--- config.mk ---
export PLATFORM = sky130hd
export DESIGN_NAME = ram8_sequencer_flat
export DESIGN_NICKNAME = d
export VERILOG_FILES = /design/src/rtl/ram8_seq_if.sv /design/src/rtl/ram8_sequencer.sv /design/src/flat_wrapper.sv
export SDC_FILE = /design/constraint.sdc
export NUM_CORES = 1
export LEC_CHECK = 0
export CAP_MARGIN = 30
export CORE_UTILIZATION = 40
export CTS_CLUSTER_SIZE = 24
export DETAILED_ROUTE_END_ITERATION = 6
export PLACE_DENSITY_LB_ADDON = 0.08
export SETUP_SLACK_MARGIN = 0.5
export SYNTH_ARGS = -nofsm -noshare
export SYNTH_HDL_FRONTEND = slang
export SYNTH_SLANG_ARGS = --single-unit
--- constraint.sdc ---
create_clock -name clk -period 2.34 [get_ports clk]
set_input_delay 0.468 -clock clk [delete_from_list [all_inputs] [get_ports clk]]
set_output_delay 0.468 -clock clk [all_outputs]
set_load 0.05 [all_outputs]
--- src/rtl/ram8_seq_if.sv ---
// Command, response and RAM8 pin bundle between the sequencer (master) and the
// command fabric / memory array (slave).
interface ram8_seq_if #(
  parameter int unsigned DATA_W = 16,
  parameter int unsigned ADDR_W = 3,
  parameter int unsigned CNT_W  = 4
);
  logic              cmd_valid;
  logic              cmd_ready;
  logic [1:0]        cmd_op;
  logic [ADDR_W-1:0] cmd_src;
  logic [ADDR_W-1:0] cmd_dst;
  logic [CNT_W-1:0]  cmd_len;
  logic [DATA_W-1:0] cmd_data;

  logic              rsp_valid;
  logic              rsp_ready;
  logic [DATA_W-1:0] rsp_data;
  logic              rsp_err;

  logic [ADDR_W-1:0] mem_addr;
  logic [DATA_W-1:0] mem_in;
  logic              mem_ld;
  logic [DATA_W-1:0] mem_out;

  modport master (
    input  cmd_valid, cmd_op, cmd_src, cmd_dst, cmd_len, cmd_data,
    input  rsp_ready, mem_out,
    output cmd_ready, rsp_valid, rsp_data, rsp_err,
    output mem_addr, mem_in, mem_ld
  );

  modport slave (
    output cmd_valid, cmd_op, cmd_src, cmd_dst, cmd_len, cmd_data,
    output rsp_ready, mem_out,
    input  cmd_ready, rsp_valid, rsp_data, rsp_err,
    input  mem_addr, mem_in, mem_ld
  );
endinterface

--- src/rtl/ram8_sequencer.sv ---
// Block-command master for an 8x16 RAM8 array: FILL, forward COPY and 16-bit SUM,
// one command at a time with a held response.
module ram8_sequencer #(
  parameter int unsigned DATA_W = 16,
  parameter int unsigned ADDR_W = 3,
  parameter int unsigned CNT_W  = 4
) (
  input logic         clk,
  input logic         rst_n,
  ram8_seq_if.master  bus
);
  localparam int unsigned DEPTH = 1 << ADDR_W;
  localparam logic [1:0] OP_FILL = 2'b00;
  localparam logic [1:0] OP_COPY = 2'b01;
  localparam logic [1:0] OP_SUM  = 2'b10;

  typedef enum logic [2:0] {IDLE, FILL, COPY_RD, COPY_WR, SUM, RESP} state_t;

  state_t            state_q, state_n;
  logic [ADDR_W-1:0] src_q, src_n, dst_q, dst_n, addr_q, addr_n;
  logic [CNT_W-1:0]  len_q, len_n, idx_q, idx_n;
  logic [DATA_W-1:0] acc_q, acc_n, din_q, din_n, rdata_q, rdata_n;
  logic              ld_q, ld_n, rvalid_q, rvalid_n, rerr_q, rerr_n, rdy_q, rdy_n;
  logic              last_c;

  assign last_c = (idx_q == CNT_W'(len_q - CNT_W'(1)));

  // State and registered outputs
  always_ff @(posedge clk or negedge rst_n) begin
    if (!rst_n) begin
      state_q  <= IDLE;
      src_q    <= '0;
      dst_q    <= '0;
      addr_q   <= '0;
      len_q    <= '0;
      idx_q    <= '0;
      acc_q    <= '0;
      din_q    <= '0;
      rdata_q  <= '0;
      ld_q     <= 1'b0;
      rvalid_q <= 1'b0;
      rerr_q   <= 1'b0;
      rdy_q    <= 1'b1;
    end else begin
      state_q  <= state_n;
      src_q    <= src_n;
      dst_q    <= dst_n;
      addr_q   <= addr_n;
      len_q    <= len_n;
      idx_q    <= idx_n;
      acc_q    <= acc_n;
      din_q    <= din_n;
      rdata_q  <= rdata_n;
      ld_q     <= ld_n;
      rvalid_q <= rvalid_n;
      rerr_q   <= rerr_n;
      rdy_q    <= rdy_n;
    end
  end

  // Next state and next output values
  always_comb begin
    state_n  = state_q;
    src_n    = src_q;
    dst_n    = dst_q;
    addr_n   = addr_q;
    len_n    = len_q;
    idx_n    = idx_q;
    acc_n    = acc_q;
    din_n    = din_q;
    rdata_n  = rdata_q;
    ld_n     = 1'b0;
    rvalid_n = rvalid_q;
    rerr_n   = rerr_q;

    case (state_q)
      IDLE: begin
        if (bus.cmd_valid) begin
          src_n  = bus.cmd_src;
          dst_n  = bus.cmd_dst;
          len_n  = bus.cmd_len;
          idx_n  = '0;
          acc_n  = '0;
          addr_n = bus.cmd_src;
          if (bus.cmd_op == 2'b11 || bus.cmd_len > CNT_W'(DEPTH)) begin
            state_n  = RESP;
            rvalid_n = 1'b1;
            rerr_n   = 1'b1;
            rdata_n  = '0;
          end else if (bus.cmd_len == '0) begin
            state_n  = RESP;
            rvalid_n = 1'b1;
            rerr_n   = 1'b0;
            rdata_n  = '0;
          end else begin
            case (bus.cmd_op)
              OP_FILL: begin
                state_n = FILL;
                din_n   = bus.cmd_data;
                ld_n    = 1'b1;
              end
              OP_COPY: state_n = COPY_RD;
              OP_SUM:  state_n = SUM;
              default: state_n = IDLE;
            endcase
          end
        end
      end
      FILL: begin
        if (last_c) begin
          state_n  = RESP;
          rvalid_n = 1'b1;
          rerr_n   = 1'b0;
          rdata_n  = DATA_W'(len_q);
        end else begin
          ld_n   = 1'b1;
          idx_n  = idx_q + CNT_W'(1);
          addr_n = addr_q + ADDR_W'(1);
        end
      end
      // Read word into the write-data register, then write it at the destination
      COPY_RD: begin
        din_n   = bus.mem_out;
        addr_n  = dst_q + ADDR_W'(idx_q);
        ld_n    = 1'b1;
        state_n = COPY_WR;
      end
      COPY_WR: begin
        if (last_c) begin
          state_n  = RESP;
          rvalid_n = 1'b1;
          rerr_n   = 1'b0;
          rdata_n  = DATA_W'(len_q);
        end else begin
          idx_n   = idx_q + CNT_W'(1);
          addr_n  = src_q + ADDR_W'(idx_q + CNT_W'(1));
          state_n = COPY_RD;
        end
      end
      SUM: begin
        acc_n = acc_q + bus.mem_out;
        if (last_c) begin
          state_n  = RESP;
          rvalid_n = 1'b1;
          rerr_n   = 1'b0;
          rdata_n  = acc_q + bus.mem_out;
        end else begin
          idx_n  = idx_q + CNT_W'(1);
          addr_n = addr_q + ADDR_W'(1);
        end
      end
      RESP: begin
        if (bus.rsp_ready) begin
          state_n  = IDLE;
          rvalid_n = 1'b0;
        end
      end
      default: state_n = IDLE;
    endcase

    rdy_n = (state_n == IDLE);
  end

  assign bus.cmd_ready = rdy_q;
  assign bus.rsp_valid = rvalid_q;
  assign bus.rsp_data  = rdata_q;
  assign bus.rsp_err   = rerr_q;
  assign bus.mem_addr  = addr_q;
  assign bus.mem_in    = din_q;
  assign bus.mem_ld    = ld_q;
endmodule

--- src/flat_wrapper.sv ---
// flat-port wrapper written by rule: the top's interface ports become plain ports
module ram8_sequencer_flat 
#(
  parameter int unsigned DATA_W = 16,
  parameter int unsigned ADDR_W = 3,
  parameter int unsigned CNT_W  = 4
)
  (clk, rst_n, bus_cmd_valid, bus_cmd_op, bus_cmd_src, bus_cmd_dst, bus_cmd_len, bus_cmd_data, bus_rsp_ready, bus_mem_out, bus_cmd_ready, bus_rsp_valid, bus_rsp_data, bus_rsp_err, bus_mem_addr, bus_mem_in, bus_mem_ld);
  ram8_seq_if #(.DATA_W(DATA_W), .ADDR_W(ADDR_W), .CNT_W(CNT_W)) bus_i ();
  input logic clk;
  input logic rst_n;
  input wire logic [$bits(bus_i.cmd_valid)-1:0] bus_cmd_valid;
  input wire logic [$bits(bus_i.cmd_op)-1:0] bus_cmd_op;
  input wire logic [$bits(bus_i.cmd_src)-1:0] bus_cmd_src;
  input wire logic [$bits(bus_i.cmd_dst)-1:0] bus_cmd_dst;
  input wire logic [$bits(bus_i.cmd_len)-1:0] bus_cmd_len;
  input wire logic [$bits(bus_i.cmd_data)-1:0] bus_cmd_data;
  input wire logic [$bits(bus_i.rsp_ready)-1:0] bus_rsp_ready;
  input wire logic [$bits(bus_i.mem_out)-1:0] bus_mem_out;
  output wire logic [$bits(bus_i.cmd_ready)-1:0] bus_cmd_ready;
  output wire logic [$bits(bus_i.rsp_valid)-1:0] bus_rsp_valid;
  output wire logic [$bits(bus_i.rsp_data)-1:0] bus_rsp_data;
  output wire logic [$bits(bus_i.rsp_err)-1:0] bus_rsp_err;
  output wire logic [$bits(bus_i.mem_addr)-1:0] bus_mem_addr;
  output wire logic [$bits(bus_i.mem_in)-1:0] bus_mem_in;
  output wire logic [$bits(bus_i.mem_ld)-1:0] bus_mem_ld;
  assign bus_i.cmd_valid = bus_cmd_valid;
  assign bus_i.cmd_op = bus_cmd_op;
  assign bus_i.cmd_src = bus_cmd_src;
  assign bus_i.cmd_dst = bus_cmd_dst;
  assign bus_i.cmd_len = bus_cmd_len;
  assign bus_i.cmd_data = bus_cmd_data;
  assign bus_i.rsp_ready = bus_rsp_ready;
  assign bus_i.mem_out = bus_mem_out;
  assign bus_cmd_ready = bus_i.cmd_ready;
  assign bus_rsp_valid = bus_i.rsp_valid;
  assign bus_rsp_data = bus_i.rsp_data;
  assign bus_rsp_err = bus_i.rsp_err;
  assign bus_mem_addr = bus_i.mem_addr;
  assign bus_mem_in = bus_i.mem_in;
  assign bus_mem_ld = bus_i.mem_ld;
  ram8_sequencer #(.DATA_W(DATA_W), .ADDR_W(ADDR_W), .CNT_W(CNT_W)) u_core (.clk(clk), .rst_n(rst_n), .bus(bus_i));
endmodule
Word level (Yosys, flattened, before mapping) --
Cells that the tools add are included.
Word-level totals: flip-flop bits (word level) 72, bits in latches 0, memory bits (writable) 0, ROM bits 0, input bits 48, output and inout port bits 39, word-level logic and storage cells 108, memories kept 0
Operators by class: add/sub/neg operators 6, multiply operators 0, div/mod/pow operators 0, $lt $le $gt $ge 1, equality and inequality tests 21, shift operators 0, multiplexer cells 45, bitwise logic cells 0, reductions and logical operators 22
Operators with widths (number):
- 16-bit 2-to-1 mux | 10
- 16-bit case mux with 2 select lines | 2
- 16-bit case mux with 3 select lines | 1
- 3-bit 2-to-1 mux | 9
- 16-bit adder | 1
- 2-bit inequality test (second input constant) | 8
- 3-bit case mux with 5 select lines | 1
- 5-bit AND reduction | 3
- 1-bit 2-to-1 mux | 14
- 3-bit case mux with 4 select lines | 1
- 3-bit case mux with 3 select lines | 1
- 4-bit 2-to-1 mux | 2
- 4-bit case mux with 2 select lines | 1
- 4-bit AND reduction | 2
- 3-bit adder | 2
- 3-bit by 2-bit equality test with 1-bit output (second input constant) | 2
- 3-bit equality test (second input constant) | 2
- 3-bit zero test | 2
- 2-bit by 1-bit inequality test with 1-bit output (second input constant) | 3
- 1-bit case mux with 3 select lines | 2
- 2-bit nonzero test | 3
- 3-bit nonzero test | 2
- 4-bit by 1-bit adder with 4-bit output (second input constant) | 1
- 2-bit equality test (second input constant) | 2
- other kinds (16) | 18

Depth between registers and ports, before layout --
depth in word-level cells 7, depth in mapped cells 11, mapped depth without buffers 10

Least setup slack after synthesis --
OpenSTA, ideal clock, no wires.
path type input port to flip-flop, start input port bus_mem_out[0], end register u_core.rdata_q[12], in the netlist u_core.bus.rsp_data[12], library setup time 0.121 ns, arrival 2.177 ns, data required time 2.219 ns, path slack 0.042 ns, cell stages on the path 8, path buffers 0, path through ha_1 -> fa_1 -> a21o_1 -> a221oi_2 -> nor3_1 -> a211oi_2 -> xnor2_1 -> a22o_1
Between the ends: longest elaborated chain between the ends 3
RTL lines:
- start, declared | line flat_wrapper.sv:19 | input wire logic [$bits(bus_i.mem_out)-1:0] bus_mem_out;
- 16-bit adder | line ram8_sequencer.sv:146 | rdata_n = acc_q + bus.mem_out;
- 16-bit 2-to-1 mux | line ram8_sequencer.sv:142 | if (last_c) begin
- 16-bit case mux with 3 select lines | line ram8_sequencer.sv:76 | case (state_q)
- end signal, assigned | line ram8_sequencer.sv:53 | rdata_q <= rdata_n;
- end, declared | line ram8_sequencer.sv:22 | logic [DATA_W-1:0] acc_q, acc_n, din_q, din_n, rdata_q, rdata_n;
No other way between the ends. The select of a mux whose other input is x is not followed. A chain may end at the register's enable or synchronous reset.

Worst setup path after layout --
start register u_core.idx_q[0], end register u_core.addr_q[2], in the netlist u_core.bus.mem_addr[2]
Between the ends: longest elaborated chain between the ends 4, elaborated cells between the ends (all ways) 9, those cells by class 3 x add/sub; 3 x eq/ne; 2 x mux; 1 x reduce/logical
RTL lines:
- start, declared | line ram8_sequencer.sv:21 | logic [CNT_W-1:0] len_q, len_n, idx_q, idx_n;
- start signal, assigned | line ram8_sequencer.sv:50 | idx_q <= idx_n;
- 4-bit by 1-bit adder with 4-bit output
- 3-bit adder | line ram8_sequencer.sv:136 | addr_n = src_q + ADDR_W'(idx_q + CNT_W'(1));
- 3-bit 2-to-1 mux | line ram8_sequencer.sv:129 | if (last_c) begin
- 3-bit case mux with 4 select lines | line ram8_sequencer.sv:76
- end signal, assigned | line ram8_sequencer.sv:48 | addr_q <= addr_n;
- end, declared | line ram8_sequencer.sv:20 | logic [ADDR_W-1:0] src_q, src_n, dst_q, dst_n, addr_q, addr_n;
Several ways; a longest one is shown, not always the timed one. The select of a mux whose other input is x is not followed.

==> summary.txt <==
Status
  • Status: finished, final reports clean

Global route
  • Initial antenna violation count: 0
  • Global route total overflow: 0
  • First-pass GRT wire length: 20000 um
  • Vias in the first global route: 4114
  • Largest net degree at the start of global routing: 44
  • Total Routing Usage GR: 0.233

Cells and area
  • Fin area: 6760 sq um
  • N_diodes: 0
  • Final nets: 698
  • Synthesis-to-layout area growth: 60.9%
  • Commonest non-fill, non-tap cell in the layout: nand2_1
  • Final Util: 0.658
  • Most frequent cells in the layout: 72 x nand2_1, 69 x buf_4, 69 x dfrtp_1
  • Proportion of layout cells with a drive suffix above 1: 0.353
  • FILL cells: 888
  • Fin cells: 768

Run
  • Max-cap viol count: 0

Pwr
  • Part of the power in registers: 0.219
  • Sw frac: 0.456
  • VDD IR max: 0.688 mV
  • Clock power share: 0.118
  • Psw: 4.48 mW
  • Internal: 5.35 mW
  • Leakage: 3.10 nW
  • Cell Pwr Density: 1450 nW/um^2
  • Combinational share of power: 0.664

Worst hold path
  • Hold-critical path endpoint: u_core.len_q[0]
  • Hold Path Depth: 3
  • HP Start: bus_cmd_len[0]
  • Worst hold path class: primary input to register

Synth
  • Top FF cell, synth: dfrtp_1
  • Synth top area share: 0.423
  • Yosys top cell by area: dfrtp_1
  • Net Count, Synth: 528
  • Synthesis warning total: 0
  • Post-synth EDFFs: 0
  • Largest cells by area after synthesis: dfrtp_1 42%, nand2_1 7.6%, ha_1 6.0%
  • Synth async-reset ratio: 1.00
  • Register bit total from synthesis: 72
  • Mean Syn Cell Area: 9.20 sq um
  • Netlist Area Pre-Place: 4200 sq um
  • Count of cell types in the netlist: 58
  • Gate Count Post-Synth: 457
  • Register area share after synthesis: 0.429

Route
  • Total Wirelength: 12500 um
  • Number of remaining DRC errors: 0
  • Drt first-iter violations: 214
  • Via density per instance: 5.25
  • Avg WL per Cell: 16.3 um
  • Vias: 4035
  • DRT antenna net count: 0
  • Pre-Repair DR Iteration Count: 5

Worst setup path
  • Slowest-stage cell, CP: dfrtp_2
  • Most common cell on crit path: a21oi_1
  • Worst Path Arrival: 2.44 ns
  • WP data required: 2.58 ns
  • Worst reg-to-reg setup slack: 0.14 ns
  • R2R depth: 9
  • Startpoint types: register
  • Largest delay share family, worst path: adder cells
  • Maximum single-stage delay on the critical path: 0.45 ns
  • Critical R2R Capture: u_core.bus.mem_addr[2]
  • CP endpoint kind: register
  • CP Class: register to register
  • Cell Chain, Critical Path: buf_4 -> ha_1 -> fa_2 -> xor2_1 -> nor2_1 -> a21oi_1 -> xnor2_1 -> a21oi_1 -> mux2_4
  • Critical path buffer and inverter count: 1
  • Crit-path max FO: 4
  • Worst r2r src: u_core.idx_q[0]

CTS
  • Clk Latency, worst-skew pair: 0.36 ns
  • CTS Buf Count: 9
  • Htree depth: 3
  • Worst-path clk slew: 0.08 ns
  • Clock Sink Count: 72
  • CTS tree: done
  • Max clock buf depth: 2
  • Clk root buf: clkbuf_8

STA
  • Final Cycle Share: 0.940
  • Clk_skew: 0.00858 ns
  • RSZ-0062 raised after global routing: true
  • Final Max Tran Viols: 0
  • Rel. slew slack: 0.587
  • Fmax achieved: 0.455 GHz
  • Final Critical Period: 2.20 ns
  • Worst Tran Pin Value: 0.617 ns
  • Final Hold Fails: 0
  • # setup viols final: 0

Floorplanning
  • Cell Rows: 37
  • Die Wd: 105 um
  • Die Y: 105 um
  • CORE AREA: 10300 sq um
  • Initial Util: 0.409
  • Die ar.: 10900 sq um
  • Num ports: 87

Place
  • Placed insts: 724
  • Port Buffers: 86
  • Final Wtd Congestion: 0.897
  • DP HPWL: 8540 um
  • Post-DP Area: 5850 sq um
-- worst max-delay path by stage --
stage	startpoint	endpoint	slack, ns	cells past startpoint
after floorplan	bus_mem_out[0]	u_core.bus.rsp_data[10]	0.19	8
after global placement	bus_mem_out[0]	u_core.bus.rsp_data[10]	-0.41	10
after detailed placement	bus_mem_out[0]	u_core.bus.rsp_data[10]	-0.43	10
after CTS	u_core.idx_q[0]	u_core.bus.mem_addr[2]	0.12	9
after global routing	u_core.idx_q[0]	u_core.bus.mem_addr[2]	0.04	9
final	u_core.idx_q[0]	u_core.bus.mem_addr[2]	0.14	9
-- kinds of logic (layout without fill, tap and decap cells) --
logic type                 count (synthesis)  after routing  share of synthesized area
muxes                                     24             24                     0.0586
AOI/OAI and AO/OA                        123            123                      0.189
xor gates and xnor gates                  24             24                     0.0533
DFF                                       72             72                      0.429
and+or+nand+nor                          154            154                      0.159
adders and majority gates                 23             23                     0.0738
buffers and inverters                     37            212                     0.0378
-- synthesized netlist by cell type, types with 3 or more instances --
library cell  number
nand2_1           85
dfrtp_1           71
a21oi_1           38
nor2_1            34
o21ai_0           34
ha_1              20
mux2i_1           19
xnor2_1           15
buf_2             13
inv_1             11
a21o_1            10
clkbuf_1          10
nand3_1            8
xor2_1             8
a22o_1             7
nor3_1             7
o31ai_1            6
nand4_1            5
a22oi_1            4
mux2_1             4
fa_1               3
-- worst min-delay path: stages --
cell      delay (ns)
clkbuf_2        0.10
nand2_1         0.04
o21ai_0         0.06
-- sequential cells by signal, summed over array words and instances, names as in the netlist --
register              flops
u_core.acc_q             16
u_core.bus.mem_in        16
u_core.bus.rsp_data      16
u_core.idx_q              4
u_core.len_q              4
u_core.bus.mem_addr       3
u_core.dst_q              3
u_core.src_q              3
u_core.state_q            3
u_core.bus.cmd_ready      1
u_core.bus.mem_ld         1
u_core.bus.rsp_err        1
u_core.bus.rsp_valid      1
-- per-stage QoR --
stage          worst slack (ns)  TNS (ns)  power [mW]  hold WS, ns
3_3_place_gp             -0.407     -7.31        7.49        0.260
4_1_cts                   0.122         0        9.31        0.403
5_1_grt                  0.0395         0        10.5        0.371
2_1_floorplan             0.186         0        5.78        0.172
6_report                  0.140         0        9.83        0.354
3_5_place_dp             -0.427     -7.76        7.60        0.261
-- routing by layer --
metal	vias up	wire [um]	GRT usage
met5	-	0	0
met1	1979	5570	0.300
met4	0	167	0.0755
li1	1942	-	-
met2	95	6310	0.395
met3	19	463	0.0395
-- power groups by stage --
stage	Combinational [mW]	Sequential, mW	Clock (mW)
2_1_floorplan	2.84	2.94	0
3_3_place_gp	5.35	2.14	0
3_5_place_dp	5.46	2.14	0
4_1_cts	6.00	2.12	1.18
5_1_grt	7.03	2.22	1.24
6_report	6.52	2.15	1.16
-- layout make-up --
type | count | area [sq um] | share of cell area
clock buffer | 11 | 151 | 0.0224
inverter | 13 | 48.8 | 0.00722
tap | 136 | 170 | 0.0252
sequential | 72 | 1810 | 0.267
multi-input combinational | 348 | 2820 | 0.417
timing repair buffer | 183 | 1690 | 0.250
clock inverter | 5 | 78.8 | 0.0117
-- repair_timing --
action                                  CTS  global route
cloned                                    3             2
pin swaps                                49            34
hold buffers                              1             0
setup buffers                            18             4
hold endpoints to repair                  1             0
resized for setup                       127            61
endpoints found under the setup margin   95            54
No activity file was read; power rests on OpenSTA's default activity.
